--- config.mk ---
export PLATFORM = sky130hd
export DESIGN_NAME = cla_adder
export DESIGN_NICKNAME = d
export VERILOG_FILES = /design/src/rtl/cla_adder.sv
export SDC_FILE = /design/constraint.sdc
export NUM_CORES = 1
export LEC_CHECK = 0
export BUFFER_PORTS_ARGS = -buffer_cell sky130_fd_sc_hd__buf_2
export CORE_ASPECT_RATIO = 0.75
export CORE_UTILIZATION = 30
export CTS_BUF_LIST = sky130_fd_sc_hd__clkbuf_2 sky130_fd_sc_hd__clkbuf_4 sky130_fd_sc_hd__clkbuf_8
export DETAILED_ROUTE_END_ITERATION = 10
export GPL_TIMING_DRIVEN = 0
export MAX_ROUTING_LAYER = met4
export PLACE_DENSITY_LB_ADDON = 0.1
export SLEW_MARGIN = 25
export SYNTH_ARGS = -nofsm -noshare
export SYNTH_HDL_FRONTEND = slang
export SYNTH_SLANG_ARGS = --single-unit
export TNS_END_PERCENT = 5
--- constraint.sdc ---
create_clock -name clk -period 1.9 [get_ports clk]
set_input_delay 0.38 -clock clk [delete_from_list [all_inputs] [get_ports clk]]
set_output_delay 0.38 -clock clk [all_outputs]
set_load 0.03 [all_outputs]
--- src/rtl/cla_adder.sv ---
// cla_adder: registered 5-bit unsigned adder.
// Operands are registered, summed by a flat carry-lookahead core, and the
// 5-bit sum plus carry-out are registered again (2-edge latency, 1 add/clk).
module cla_adder (
   input  logic       clk,
   input  logic       rst,
   input  logic [4:0] a,
   input  logic [4:0] b,
   output logic [4:0] sum,
   output logic       cout
);

   localparam int W = 5;

   logic [W-1:0] a_q, b_q;
   logic [W-1:0] g, p;
   logic [W:0]   c;
   logic [W-1:0] s;

   // Stage 1: capture operands; reset clears them so the first
   // post-reset result reads as zero.
   always_ff @(posedge clk) begin
      if (rst) begin
         a_q <= '0;
         b_q <= '0;
      end else begin
         a_q <= a;
         b_q <= b;
      end
   end

   // Per-bit generate and propagate.
   always_comb begin
      g = a_q & b_q;
      p = a_q ^ b_q;
   end

   // Flat lookahead carries: each c[i] is a sum-of-products of g, p and
   // c[0] only, never of an earlier c[i], so there is no ripple path.
   always_comb begin
      logic term;
      c    = '0;
      term = 1'b0;
      c[0] = 1'b0;
      for (int i = 1; i <= W; i++) begin
         for (int j = 0; j < i; j++) begin
            term = g[j];
            for (int k = j + 1; k < i; k++) term = term & p[k];
            c[i] = c[i] | term;
         end
         term = c[0];
         for (int k = 0; k < i; k++) term = term & p[k];
         c[i] = c[i] | term;
      end
   end

   // Sum bits from propagate and lookahead carries.
   always_comb s = p ^ c[W-1:0];

   // Stage 2: register the result; reset takes priority.
   always_ff @(posedge clk) begin
      if (rst) begin
         sum  <= '0;
         cout <= 1'b0;
      end else begin
         sum  <= s;
         cout <= c[W];
      end
   end

endmodule

Word level (Yosys, flattened, before mapping). Cells that the tools add are included.

Word-level logic and storage cells: 27. Output and inout bits: 6. Bits in registers: 16.

Bitwise gates (word level): 23.

Operators by type and width (count): $and A1 B1 Y1 (10); $or A1 B1 Y1 (10); $xor A5 B5 Y5 (2); $and A5 B5 Y5 (1).

Depth between registers and ports, before layout.
Word-level depth: 9. Gate-level depth with buffers: 5. Gate-level depth less buffers: 5.

Worst setup path after synthesis. Ideal clock, no wire load.

Kind: reg2reg. From: register a_q[1]. To: register cout. Data required time: 1785 ps. Setup time: 115 ps. Buffers on the path: 0. Data arrival time: 1342 ps. Period minus slack after synthesis: 1457 ps. Path slack: 443 ps. Stages on the path, launching flop included: 6. Path through: dfxtp_1 > ha_1 > ha_1 > o211a_1 > o21a_1 > o21ba_1.

Word-level cells in the longest chain between the ends: 9. Elaborated cells on any way between the ends: 13. Classes of those cells: bitwise: 13.

Ends and longest elaborated chain: start, declared (line 15) `logic [W-1:0] a_q, b_q;`; start signal, assigned (line 24) `a_q <= '0;`; start signal, assigned (line 27) `a_q <= a;`; $xor A5 B5 Y5 (line 35) `p = a_q ^ b_q;`; $and A1 B1 Y1 (4 in series) (line 48) `for (int k = j + 1; k < i; k++) term = term & p[k];`; $or A1 B1 Y1 * (4 in series) (line 49) `c[i] = c[i] | term;`; end signal, assigned (line 67) `cout <= c[W];`; end, declared (line 10) `output logic cout`.

Every way passes the cells marked *; elsewhere a longest branch is shown, timed or not. A chain may end at the register's enable or synchronous reset.

Worst setup path after layout. Ends and elaborated chain as after synthesis.

==> results list <==
* Clock tree skew after final layout: around 0.0038 ns
- The first detailed-routing pass ran for 2 iterations.
- Counting instances in the post-synthesis netlist gives the leading cell types as 16 x dfxtp_1, 12 x nor2b_1, 6 x ha_1.
* Critical Path Most Common Cell: ha_1
- Synthesis produced a netlist whose cell count is 48.
- Switching share of power: roughly 23%
- Clock-pin slew of the registers on the worst-case setup and hold paths: around 0.090 ns
* Fin. Hold Viols: 0
- The filler cells instantiated in the layout total 178.
- For this run, design rule violations remaining after detail routing come to 0.
- Reg area: roughly 320 um^2
* Gate power share: about 13%
- In this run the worst hold path is classified as input pin to flop.
- 0 antenna diodes ended up in the layout.
- Global-route wire length before repair: about 1300 um
- Average wire length per cell after detail routing: around 8.5 um
* Number of H-tree levels: 1
- Most common cell in the synthesized netlist: dfxtp_1
- Maximum number of buffers from clock root to sink: 2
* FP Rows: 13
* EDFF count, synth: 0
- Data arrives at the worst endpoint at roughly 1.7 ns.
- Fin Setup TNS: 0 ns
* Layout-stage area growth over the synthesis result: 25.5%
* Ys flop type: dfxtp_1
- Worst-case vdd ir drop: a little over 400 uV
* Number of clock sinks: 16
- Walking the worst path, the cells encountered are ha_1 > ha_1 > o211a_1 > o21a_1 > o21ba_1.
- Total number of nets in the final design: a little under 90
- Initial cell density of the core: between 30% and 40%
* Final Hold Slack: 0.299 ns
* Vias: ~380
- Relative slew margins: between 80% and 90%
* Share of cells above drive strength 1: 33.3%
- Summing all multi-input logic gate instances after layout gives around 260 um^2.
* Congestion Overflow GR: 0
- Cell-internal power: roughly 0.51 mW
- Clock tree from TritonCTS: yes
- The die is 52.9 um wide.
* Antenna viol nets, final: 0
* Largest stage delay on the critical path: around 0.34 ns
- In this run, the number of DRC markers left after iteration 0 of detailed routing was 2.
- Cell taking the most area after synthesis: dfxtp_1
- Routability-driven placement finished with a final weighted congestion of roughly 0.65.
* Max-cap violations: 0
- Post-CTS resize count: 0
- Combined area of all synthesized cells: about 580 um^2
* Root buffer cell: clkbuf_4
- Peak Freq: about 0.66 GHz
* Nets in the synthesized netlist: 67
* Critical-path top delay cell: dfxtp_1
- Counting distinct cell types in the post-synthesis netlist gives 13.
- The die covers about 2100 um^2.
- Worst Path Class, Setup: flop to flop
* Slew Viols, Final: 0
- Die extent in y: between 40 and 50 um
- The number of global-route vias before repair came to about 320.
- Yosys printed 0 warnings.
* Crit-path leading delay family: compound AO/OA/AOI/OAI gates
- WP data required: roughly 2.1 ns
- For this block, the routed nets add up to 770 um of wire.
- Counting flops with an async set or reset pin after synthesis yields a share of 0%.
* Worst Setup End Kind: flop
- Min Clock Period, post-route: about 1.5 ns
- Clock Power Share: between 30% and 40%
- Of the post-synthesis cell area, the dominant cell type holds between 50% and 60%.
* GRT Util Overall: around 10%
* Fraction of the yosys area taken by sequential cells: a little over half
- Pin count of the biggest net entering global routing: 11
- Final setup viols: 0
- Number of synthesized register bits: 16
* Slew at the pin with the worst max-slew slack: 0.222 ns
- Nature of the critical path startpoint: flop
- Hold-fix buffers, CTS: 0
- Area of the core: ~1800 um^2
* Number of vias per cell: 4.16
* Power dissipated by switching net loads: 0.152 mW
* Post-CTS setup buffer count: 0
- Crit path buf inv count: 0
- Synth Area per Inst: ~12 um^2
* Power density over cell area: 905 nW/um^2
- Maximum fanout count along the critical path: 2
* Register share of total power: 54.7%
- Period utilization: about 79%
- Yosys attributes the largest share of cell area to dfxtp_1 55%, ha_1 13%, nor2b_1 13%, o21a_1 3.9%, fa_1 3.4%.
* TritonCTS buffer count: 3
- The run finished with clean final reports.
* I/O Buffers: 17
- Setup repair after global routing left no endpoint under its margin.
- The initial antenna violation count came to 0.
- For this design the static power due to leakage is roughly 0.38 nW.
- At the later pin of the worst-skew pair, clock insertion delay measures between 0.2 and 0.3 ns.
- Number of top-level design ports: 18
## placed cells by master, fill, tap and decap left out, drive strengths merged
| master | instances |
|---|---|
| a21o | 1 |
| buf | 17 |
| clkbuf | 5 |
| dfxtp | 16 |
| fa | 1 |
| ha | 6 |
| nor2 | 1 |
| nor2b | 12 |
| nor3 | 4 |
| o211a | 1 |
| o21a | 3 |
| o21ba | 1 |
| xnor2 | 1 |
## sequential cells by signal, summed over array words and instances (netlist names)
name and flops:
sum 5, cout 1, a_q 5, b_q 5
## metal layers
layer | GRT usage (%) | vias up | part of all wire, %
met2 | 16.5 | 10 | 47
met1 | 9.09 | 168 | 46
li1 | - | 201 | -
met4 | 3.95 | 0 | 0
met3 | 7.95 | 0 | 6.5
met5 | - | - | 0
## power by group through the flow
stage	Clock (mW)	Sequential [mW]	Combinational (mW)
after floorplan	0	0.391	0.0372
after global placement	0	0.370	0.0855
after detailed placement	0	0.371	0.0850
after CTS	0.229	0.363	0.0854
after global routing	0.250	0.365	0.0942
final	0.216	0.362	0.0837
## worst reg2reg max path: cells and delay by family, from the launching register on
family | cells | cell delay, ns
flip-flops | 1 | 0.34
AO/OA/AOI/OAI | 3 | 0.58
adder cells (fa/ha/maj) | 2 | 0.48
## through the flow
stage	std cells	area (um^2)	setup WS, ns	utilization [%]	power (mW)
after floorplan	48	583	0.443	-	0.428
after global placement	87	696	0.396	39.2	0.456
after detailed placement	87	696	0.397	39.2	0.456
after CTS	91	732	0.383	41.3	0.677
after global routing	91	732	0.318	41.3	0.709
final	91	732	0.395	41.3	0.662
## cell families after synthesis
kind of cell	after synthesis	share of synthesized area, %
and+or+nand+nor	17	17.8
DFF	16	54.9
adders and majority gates	7	16.3
AOI/OAI and AO/OA	6	8.58
xor gates and xnor gates	1	1.50
buffers and inverters	1	0.858
## path summary, 6_finish.rpt
path / slack, ns / to / from / cells past startpoint
max: 0.40 / cout / a_q[1] / 5
max reg2reg: 0.40 / cout / a_q[1] / 5
min: 0.30 / a_q[4] / a[4] / 2
min reg2reg: 0.57 / sum[0] / b_q[0] / 2
## final cells by class
class | instances | area share [%]
tap | 22 | 3.76
buffer | 1 | 0.684
timing repair buffer | 17 | 11.6
clock buffer | 4 | 4.96
sequential | 16 | 43.8
multi-input combinational | 31 | 35.2
Power figures use the tool's default switching activity.
